### config.mk
export PLATFORM = sky130hd
export DESIGN_NAME = qr_frame_sequencer
export DESIGN_NICKNAME = d
export VERILOG_FILES = /design/src/rtl/qr_seq_pkg.sv /design/src/rtl/qr_seq_checker.sv /design/src/rtl/qr_frame_sequencer.sv
export SDC_FILE = /design/constraint.sdc
export NUM_CORES = 1
export LEC_CHECK = 0
export ABC_AREA = 1
export CORE_MARGIN = 2
export CORE_UTILIZATION = 47
export CTS_BUF_LIST = sky130_fd_sc_hd__clkbuf_2 sky130_fd_sc_hd__clkbuf_4 sky130_fd_sc_hd__clkbuf_8
export DETAILED_ROUTE_END_ITERATION = 8
export PLACE_DENSITY = 0.83
export SLEW_MARGIN = 20
export SYNTH_ARGS = -nofsm -noshare
export SYNTH_HDL_FRONTEND = slang
export SYNTH_SLANG_ARGS = --single-unit
export TNS_END_PERCENT = 10
### constraint.sdc
create_clock -name i_clk -period 5.7 [get_ports i_clk]
set_input_delay 0.855 -clock i_clk [delete_from_list [all_inputs] [get_ports i_clk]]
set_output_delay 0.855 -clock i_clk [all_outputs]
set_load 0.02 [all_outputs]
### src/rtl/qr_seq_pkg.sv
// Shared state type, width defaults and helpers for the QR_Engine frame sequencer.
package qr_seq_pkg;

    typedef enum logic [1:0] {
        IDLE      = 2'd0,
        SEND      = 2'd1,
        WAIT_LAST = 2'd2,
        DONE      = 2'd3
    } qr_seq_state_e;

    localparam int QR_DATA_W       = 48;
    localparam int QR_R_W          = 320;
    localparam int QR_Y_W          = 160;
    localparam int QR_WORDS_PER_RE = 20;
    localparam int QR_CNT_W        = 16;

    // Saturating increment so a runaway beat or mismatch count can never wrap back to a "good" value.
    function automatic logic [QR_CNT_W-1:0] sat_inc(input logic [QR_CNT_W-1:0] v);
        if (v == {QR_CNT_W{1'b1}}) begin
            return v;
        end else begin
            return v + QR_CNT_W'(1);
        end
    endfunction

endpackage

### src/rtl/qr_seq_checker.sv
// Golden-result comparator for the frame sequencer: exact {r,y} compare per result beat,
// saturating mismatch counter and sticky underflow flag. Built only with QR_SEQ_CHECK_EN.
module qr_seq_checker
    import qr_seq_pkg::*;
#(
    parameter int R_W = QR_R_W,
    parameter int Y_W = QR_Y_W
) (
    input  logic                i_clk,
    input  logic                i_rst,
    input  logic                i_clr,
    input  logic                i_beat,
    input  logic [R_W-1:0]      i_eng_r,
    input  logic [Y_W-1:0]      i_eng_y,
    input  logic                i_gold_vld,
    input  logic [R_W-1:0]      i_gold_r,
    input  logic [Y_W-1:0]      i_gold_y,
    output logic                o_gold_rdy,
    output logic [QR_CNT_W-1:0] o_mis_cnt,
    output logic                o_gold_ufl
);

    logic [QR_CNT_W-1:0] mis_cnt_q, mis_cnt_d;
    logic                gold_ufl_q, gold_ufl_d;
    logic                miscompare_s;

    assign o_gold_rdy   = i_beat;
    assign miscompare_s = i_beat & i_gold_vld & ({i_eng_r, i_eng_y} != {i_gold_r, i_gold_y});

    // Next-state for the mismatch counter and underflow flag.
    always_comb begin
        mis_cnt_d  = mis_cnt_q;
        gold_ufl_d = gold_ufl_q;
        if (i_clr) begin
            mis_cnt_d  = {QR_CNT_W{1'b0}};
            gold_ufl_d = 1'b0;
        end else begin
            if (miscompare_s) begin
                mis_cnt_d = sat_inc(mis_cnt_q);
            end else begin
                mis_cnt_d = mis_cnt_q;
            end
            if (i_beat & ~i_gold_vld) begin
                gold_ufl_d = 1'b1;
            end else begin
                gold_ufl_d = gold_ufl_q;
            end
        end
    end

    // Checker state registers.
    always_ff @(posedge i_clk or posedge i_rst) begin
        if (i_rst) begin
            mis_cnt_q  <= {QR_CNT_W{1'b0}};
            gold_ufl_q <= 1'b0;
        end else begin
            mis_cnt_q  <= mis_cnt_d;
            gold_ufl_q <= gold_ufl_d;
        end
    end

    assign o_mis_cnt  = mis_cnt_q;
    assign o_gold_ufl = gold_ufl_q;

endmodule

### src/rtl/qr_frame_sequencer.sv
// Frame driver for QR_Engine: bursts source words in groups, waits for o_last_data, counts result
// beats and flags count errors / stalls. Defining QR_SEQ_CHECK_EN adds the golden-result checker.
module qr_frame_sequencer
    import qr_seq_pkg::*;
#(
    parameter int DATA_W        = QR_DATA_W,
    parameter int RE_PER_GRP    = 10,
    parameter int WORDS_PER_GRP = QR_WORDS_PER_RE * RE_PER_GRP,
    parameter int NUM_GRP       = 100,
    parameter int TIMEOUT       = 4096
`ifdef QR_SEQ_CHECK_EN
    ,
    parameter int R_W           = QR_R_W,
    parameter int Y_W           = QR_Y_W
`endif
) (
    input  logic                         i_clk,
    input  logic                         i_rst,
    input  logic                         i_start,
    input  logic                         i_src_vld,
    input  logic [DATA_W-1:0]            i_src_data,
    output logic                         o_src_rdy,
    output logic                         o_eng_trig,
    output logic [DATA_W-1:0]            o_eng_data,
    input  logic                         i_eng_rd_vld,
    input  logic                         i_eng_last,
    output logic                         o_busy,
    output logic                         o_done,
    output logic [$clog2(NUM_GRP+1)-1:0] o_grp_cnt,
    output logic                         o_beat_err,
    output logic                         o_timeout
`ifdef QR_SEQ_CHECK_EN
    ,
    input  logic [R_W-1:0]               i_eng_r,
    input  logic [Y_W-1:0]               i_eng_y,
    input  logic                         i_gold_vld,
    input  logic [R_W-1:0]               i_gold_r,
    input  logic [Y_W-1:0]               i_gold_y,
    output logic                         o_gold_rdy,
    output logic [QR_CNT_W-1:0]          o_mis_cnt,
    output logic                         o_gold_ufl
`endif
);

    localparam int WC_W = $clog2(WORDS_PER_GRP + 1);
    localparam int GC_W = $clog2(NUM_GRP + 1);
    localparam int TO_W = $clog2(TIMEOUT + 1);

    qr_seq_state_e       state_q, state_d;
    logic [WC_W-1:0]     word_cnt_q, word_cnt_d;
    logic [QR_CNT_W-1:0] beat_cnt_q, beat_cnt_d, beat_total_s;
    logic [GC_W-1:0]     grp_cnt_q, grp_cnt_d;
    logic [TO_W-1:0]     to_cnt_q, to_cnt_d;
    logic                trig_q, trig_d;
    logic [DATA_W-1:0]   data_q, data_d;
    logic                beat_err_q, beat_err_d;
    logic                timeout_q, timeout_d;
    logic                src_rdy_s, busy_s, done_s;
    logic                start_s, accept_s, last_word_s, close_s, grp_full_s, timeout_hit_s;

    assign start_s       = i_start & (state_q == IDLE);
    assign accept_s      = i_src_vld & src_rdy_s;
    assign last_word_s   = accept_s & (word_cnt_q == WC_W'(WORDS_PER_GRP - 1));
    // A close is honoured in SEND too, so an early or coincident last skips WAIT_LAST.
    assign close_s       = i_eng_last & ((state_q == SEND) | (state_q == WAIT_LAST));
    assign grp_full_s    = (grp_cnt_q == GC_W'(NUM_GRP - 1));
    assign timeout_hit_s = (state_q == WAIT_LAST) & ~i_eng_last & (to_cnt_q == TO_W'(TIMEOUT - 1));
    assign beat_total_s  = (i_eng_rd_vld & (state_q != IDLE)) ? sat_inc(beat_cnt_q) : beat_cnt_q;

    // FSM state register.
    always_ff @(posedge i_clk or posedge i_rst) begin
        if (i_rst) begin
            state_q <= IDLE;
        end else begin
            state_q <= state_d;
        end
    end

    // FSM next-state logic.
    always_comb begin
        state_d = state_q;
        case (state_q)
            IDLE: begin
                if (i_start) state_d = SEND;
                else         state_d = IDLE;
            end
            SEND: begin
                if (close_s)          state_d = grp_full_s ? DONE : SEND;
                else if (last_word_s) state_d = WAIT_LAST;
                else                  state_d = SEND;
            end
            WAIT_LAST: begin
                if (close_s)            state_d = grp_full_s ? DONE : SEND;
                else if (timeout_hit_s) state_d = IDLE;
                else                    state_d = WAIT_LAST;
            end
            DONE:    state_d = IDLE;
            default: state_d = IDLE;
        endcase
    end

    // FSM output decode.
    always_comb begin
        src_rdy_s = 1'b0;
        busy_s    = 1'b0;
        done_s    = 1'b0;
        case (state_q)
            IDLE: begin
                src_rdy_s = 1'b0;
                busy_s    = 1'b0;
            end
            SEND: begin
                src_rdy_s = 1'b1;
                busy_s    = 1'b1;
            end
            WAIT_LAST: busy_s = 1'b1;
            DONE: begin
                busy_s = 1'b1;
                done_s = 1'b1;
            end
            default: begin
                src_rdy_s = 1'b0;
                busy_s    = 1'b0;
                done_s    = 1'b0;
            end
        endcase
    end

    // Datapath next-state: engine word pipe, counters and sticky flags.
    always_comb begin
        word_cnt_d = word_cnt_q;
        beat_cnt_d = beat_total_s;
        grp_cnt_d  = grp_cnt_q;
        trig_d     = accept_s;
        data_d     = data_q;
        beat_err_d = beat_err_q;
        timeout_d  = timeout_q;
        if (accept_s) data_d = i_src_data;
        else          data_d = data_q;
        if (state_q == WAIT_LAST) to_cnt_d = to_cnt_q + TO_W'(1);
        else                      to_cnt_d = {TO_W{1'b0}};
        if (start_s) begin
            word_cnt_d = {WC_W{1'b0}};
            beat_cnt_d = {QR_CNT_W{1'b0}};
            grp_cnt_d  = {GC_W{1'b0}};
            beat_err_d = 1'b0;
            timeout_d  = 1'b0;
        end else if (close_s) begin
            word_cnt_d = {WC_W{1'b0}};
            beat_cnt_d = {QR_CNT_W{1'b0}};
            grp_cnt_d  = grp_cnt_q + GC_W'(1);
            if (beat_total_s != QR_CNT_W'(RE_PER_GRP)) beat_err_d = 1'b1;
            else                                       beat_err_d = beat_err_q;
        end else begin
            if (last_word_s)   word_cnt_d = {WC_W{1'b0}};
            else if (accept_s) word_cnt_d = word_cnt_q + WC_W'(1);
            else               word_cnt_d = word_cnt_q;
            if (timeout_hit_s) timeout_d = 1'b1;
            else               timeout_d = timeout_q;
        end
    end

    // Datapath registers.
    always_ff @(posedge i_clk or posedge i_rst) begin
        if (i_rst) begin
            word_cnt_q <= {WC_W{1'b0}};
            beat_cnt_q <= {QR_CNT_W{1'b0}};
            grp_cnt_q  <= {GC_W{1'b0}};
            to_cnt_q   <= {TO_W{1'b0}};
            trig_q     <= 1'b0;
            data_q     <= {DATA_W{1'b0}};
            beat_err_q <= 1'b0;
            timeout_q  <= 1'b0;
        end else begin
            word_cnt_q <= word_cnt_d;
            beat_cnt_q <= beat_cnt_d;
            grp_cnt_q  <= grp_cnt_d;
            to_cnt_q   <= to_cnt_d;
            trig_q     <= trig_d;
            data_q     <= data_d;
            beat_err_q <= beat_err_d;
            timeout_q  <= timeout_d;
        end
    end

    assign o_src_rdy  = src_rdy_s;
    assign o_busy     = busy_s;
    assign o_done     = done_s;
    assign o_eng_trig = trig_q;
    assign o_eng_data = data_q;
    assign o_grp_cnt  = grp_cnt_q;
    assign o_beat_err = beat_err_q;
    assign o_timeout  = timeout_q;

`ifdef QR_SEQ_CHECK_EN
    qr_seq_checker #(
        .R_W (R_W),
        .Y_W (Y_W)
    ) u_checker (
        .i_clk      (i_clk),
        .i_rst      (i_rst),
        .i_clr      (start_s),
        .i_beat     (i_eng_rd_vld),
        .i_eng_r    (i_eng_r),
        .i_eng_y    (i_eng_y),
        .i_gold_vld (i_gold_vld),
        .i_gold_r   (i_gold_r),
        .i_gold_y   (i_gold_y),
        .o_gold_rdy (o_gold_rdy),
        .o_mis_cnt  (o_mis_cnt),
        .o_gold_ufl (o_gold_ufl)
    );
`endif

endmodule

# Word-level counts from Yosys, hierarchy flattened
# Index checks and enable logic that the tools add are counted.
# W data, S select, Z words.
[word_totals] register_bits=97 in_bits=54 output_inout_bits=61 wordCells=67
[op_classes] n_addsub=4 n_eq_ne=9 n_mux=27 bitwise_logic=9 n_reduce_logical=9
[op_table] cell="$mux W16" count=4
[op_table] cell="$mux W8" count=4
[op_table] cell="$add A16 B1 Y16 const B" count=1
[op_table] cell="$eq A16 B16 Y1 const B" count=1
[op_table] cell="$ne A16 B4 Y1 const B" count=1
[op_table] cell="$mux W7" count=2
[op_table] cell="$add A13 B1 Y13 const B" count=1
[op_table] cell="$eq A13 B12 Y1 const B" count=1
[op_table] cell="$mux W13" count=1
[op_table] cell="$mux W2" count=5
[op_table] cell="$mux W1" count=9
[op_table] cell="$add A8 B1 Y8 const B" count=1
[op_table] cell="$eq A8 B8 Y1 const B" count=1
[op_table] cell="$pmux W2 S4" count=1
[op_table] cell="$reduce_bool A2 Y1" count=4
[op_table] cell="$add A7 B1 Y7 const B" count=1
[op_table] cell="$and A1 B1 Y1" count=7
[op_table] cell="$eq A7 B7 Y1 const B" count=1
[op_table] cell="$eq A2 B2 Y1 const B" count=2
[op_table] cell="$reduce_and A2 Y1" count=2
[op_table] cell="$reduce_bool A4 Y1" count=1
[op_table] cell="$reduce_or A3 Y1" count=1
[op_table] cell="$eq A2 B1 Y1 const B" count=1
[op_table] cell="$logic_not A2 Y1" count=1
[op_table] cell="other kinds (4)" count=4

# Logic depth before layout (Yosys ltp)
[depth] word_depth=7 depth_mapped=16 depth_no_buf=16

# Least setup slack after synthesis
# OpenSTA, ideal clock, no wires.
[synth_path] path_type="input-to-reg" start="input i_eng_rd_vld" end="register beat_err_q, in the netlist o_beat_err" setup_time_ns=0.117 arrival_time_ns=1.809 required_time_ns=5.583 setup_slack_ns=3.774 stages=13 n_path_buf=0 path_cell_list="nand2_2 -> inv_2 -> nand3_1 -> nor2_1 -> nand2_1 -> nand2_1 -> nand2_1 -> nor2_1 -> nand2_1 -> nor2_1 -> nand2_1 -> nand2_1 -> nand2_1"
[synth_between] elab_chain_len=5
[synth_rtl] item="start, declared" line="qr_frame_sequencer.sv:25" rtl="input logic i_eng_rd_vld,"
[synth_rtl] item="$and A1 B1 Y1" line="qr_frame_sequencer.sv:68" rtl="assign beat_total_s = (i_eng_rd_vld & (state_q != IDLE)) ? sat_inc(beat_cnt_q) : beat_cnt_q;"
[synth_rtl] item="$mux W16" line="qr_frame_sequencer.sv:68"
[synth_rtl] item="$ne A16 B4 Y1" line="qr_frame_sequencer.sv:152" rtl="if (beat_total_s != QR_CNT_W'(RE_PER_GRP)) beat_err_d = 1'b1;"
[synth_rtl] item="$reduce_bool A2 Y1 (no source line)"
[synth_rtl] item="$reduce_and A2 Y1 (no source line)"
[synth_rtl] item="end signal, assigned" line="qr_frame_sequencer.sv:181" rtl="beat_err_q <= beat_err_d;"
[synth_rtl] item="end, declared" line="qr_frame_sequencer.sv:56" rtl="logic beat_err_q, beat_err_d;"
# Every way passes these cells.
# A chain may end at the register's enable or synchronous reset.

# Final worst setup path
[layout_path] start="register state_q[1]" end="output o_src_rdy"
[layout_between] elab_chain_len=2
[layout_rtl] item="start, declared" line="qr_frame_sequencer.sv:49" rtl="qr_seq_state_e state_q, state_d;"
[layout_rtl] item="start signal, assigned" line="qr_frame_sequencer.sv:75" rtl="state_q <= state_d;"
[layout_rtl] item="$eq A2 B1 Y1" line="qr_frame_sequencer.sv:107" rtl="case (state_q)"
[layout_rtl] item="$mux W1" line="qr_frame_sequencer.sv:107"
[layout_rtl] item="end, declared" line="qr_frame_sequencer.sv:22" rtl="output logic o_src_rdy,"
# Every way passes these cells.

==> out/results.tsv <==
metric	value	unit
crit_chain	inv_1 > ha_1 > clkdlybuf4s50_1	
yosys.cell_types.count	32	
cp_max_fo	5	
r2r-start	state_q[0]	
crit_start	state_q[1]	
total_power	2.64	mW
portBuffers	114	
syn_area	4610	um^2
drtIter0Drc	241	
cts.sinks	97	
power.ir.vdd_worst	0.000302	V
grt_overflow	0	
final-setup-viol-count	0	
drive_above_1_share	0.0549	
cap_violations	0	
grt_max_degree	54	
crit_end	o_src_rdy	
final_cell_area	6110	um^2
tightest_slew	0.944	ns
syn_inst	592	
initial_core_util	0.478	
fin_crit	2.71	ns
slew_violations	0	
fin_skew	0.0105	ns
grt_pass1_vias	3897	
end_kind	output port	
io_pins	115	
diodes	0	
core_area	9640	um^2
drc	0	
slew_headroom	0.369	
hold_class	flop to flop	
crit_type	flop to output port	
cp.required	4.85	ns
fmax	369	MHz
hold_violations	0	
postCtsSetupBuffers	0	
insertion_delay	0.36	ns
place_hpwl	7440	um
grt_pass1_wl	17000	um
die_w	103	um
rrSetupSlack	3.18	ns
cts_buffer_depth	2	
via_per_inst	4.83	
drt_wl_total	10200	um
nets	768	
place.gp.congestion	0.912	
cts_hold_buf	0	
fin_crit_sh	0.475	
ys_ff_latch	97	
status	finished clean	
cts_tree	done	
slowest_delay	0.66	ns
setup_tns	0	ns
power_density	432	nW/um^2
die_h	103	um
cp.buffers_inverters	2	
yosys_warnings	0	
critical_path.slowest_cell	clkdlybuf4s50_1	
areaGrowthSynthToFinish	32.6	%
cp.arrival	1.85	ns
ctsRootBufferMaster	clkbuf_8	
critPathTopFamily	buffers and inverters	
wl_per_cell	12.1	um
grt_util_all_layers	0.204	
ant_nets	0	
cp-start-kind	flop	
regToRegEndpoint	word_cnt_q[7]	
worst_slack	2.99	ns
yosysSeqAreaShare	0.527	
drtPass1Iterations	4	
cp.depth	3	
leakagePower	2.94	nW
cts_resized	0	
num_rows	36	
placed_cell_area	5870	um^2
r2r_cells	10	
rsz0062_at_grt	no	
numCtsBuffers	9	
cts_max_level	3	
path_clk_slew	0.09	ns
place_ws	2.62	ns
antenna_found_initial	0	
syn-num-nets	655	
avgSynthCellArea	7.78	um^2
die_area	10600	um^2
num_vias	4069	
[area by class of cell]
cell class | count | area, um^2
clock buffer | 11 | 151
clock inverter | 5 | 85.1
fill | 834 | 3530
inverter | 62 | 235
multi-input combinational | 419 | 1890
sequential | 97 | 2430
tap | 133 | 166
timing repair buffer | 116 | 1160
[layer usage]
layer / up-vias / GRT usage / wire [um]
met5: - / 0 / 0
met4: 0 / 0.0830 / 156
met3: 12 / 0.0427 / 524
met2: 113 / 0.328 / 4750
met1: 1871 / 0.271 / 4760
li1: 2073 / - / -
[per-stage QoR]
stage | hold slack [ns] | instances | utilization
final | 0.466 | 843 | 0.634
after global routing | 0.480 | 843 | 0.634
after floorplan | 0.432 | 592 | -
after CTS | 0.470 | 843 | 0.634
after global placement | 0.446 | 827 | 0.609
after detailed placement | 0.455 | 827 | 0.609
[sequential cells by signal, summed over array words and instances, names as in the netlist]
register and flops:
o_timeout 1, beat_cnt_q 16, o_eng_trig 1, o_eng_data 48, o_grp_cnt 7, to_cnt_q 13
o_beat_err 1, word_cnt_q 8, state_q 2
[where the power goes]
group	switching [mW]	internal (mW)	total (mW)
combinational	0.642	0.483	1.12
sequential	0.122	0.880	1.00
clock	0.236	0.273	0.510
[cells in the final DEF, fill, tap and decap left out]
master           Yosys  layout
a21oi_1             28      28
a31oi_1              1       1
a32oi_1              1       1
buf_4                0       2
bufinv_16            0       2
clkbuf_8             0      11
clkdlybuf4s50_1      0     114
clkinv_1             1       1
clkinv_2             1       2
clkinv_4             0       1
clkinvlp_4           0       1
dfrtp_1             97      97
ha_1                 9       9
inv_1               57      56
inv_2                3       3
inv_6                0       1
nand2_1            243     242
nand2_2              5       6
nand2_4              1       1
nand3_1             22      22
nand3_2              3       3
nand3b_1             4       4
nand3b_2             1       1
nand4_1              8       8
nor2_1              53      53
nor2_2               3       3
nor2_4               1       1
nor3_1               7       7
nor3b_1              2       2
nor4_1               2       2
o21ai_0             16      16
o21ai_1              3       3
o21bai_1             2       2
o22ai_1              1       1
o31ai_1              1       1
or2_2                1       1
xor2_1               1       1
[synthesized netlist by cell type]
cell type / number / area, um^2
nor2_2: 3 / 18.8
inv_2: 3 / 11.3
dfrtp_1: 97 / 2430
a31oi_1: 1 / 6.26
o21ai_0: 16 / 80.1
a32oi_1: 1 / 8.76
nor2_4: 1 / 11.3
a21oi_1: 28 / 140
nand2_1: 243 / 912
nor4_1: 2 / 12.5
o31ai_1: 1 / 7.51
o21ai_1: 3 / 15.0
nand3_2: 3 / 30.0
inv_1: 57 / 214
o22ai_1: 1 / 6.26
nand2_2: 5 / 31.3
o21bai_1: 2 / 15.0
nand3_1: 22 / 110
nand4_1: 8 / 50.1
nand2_4: 1 / 11.3
xor2_1: 1 / 8.76
clkinv_1: 1 / 3.75
clkinv_2: 1 / 5.00
nand3b_1: 4 / 30.0
or2_2: 1 / 6.26
nor3b_1: 2 / 15.0
ha_1: 9 / 113
nand3b_2: 1 / 11.3
clkbuf_1: 13 / 48.8
nor2_1: 53 / 199
buf_6: 1 / 11.3
nor3_1: 7 / 35.0
[worst min-delay path by stage]
stage                 start           end  slack [ns]  cells after the start
2_1_floorplan  to_cnt_q[10]  to_cnt_q[11]        0.43                      1
3_3_place_gp   to_cnt_q[10]  to_cnt_q[11]        0.45                      1
3_5_place_dp   to_cnt_q[11]  to_cnt_q[11]        0.46                      1
4_1_cts        to_cnt_q[11]  to_cnt_q[11]        0.47                      1
5_1_grt        to_cnt_q[11]  to_cnt_q[11]        0.48                      1
6_report       to_cnt_q[11]  to_cnt_q[11]        0.47                      1
[kinds of logic (layout without fill, tap and decap cells)]
kind of cell	Yosys count	count (layout)	share of synthesized area
XOR/XNOR	1	1	0.00190
flip-flops	97	97	0.527
adder cells (fa/ha/maj)	9	9	0.0245
AND/OR/NAND/NOR	356	356	0.322
buffers and inverters	76	194	0.0638
AO/OA/AOI/OAI	53	53	0.0606
No activity file was read; power rests on OpenSTA's default activity.
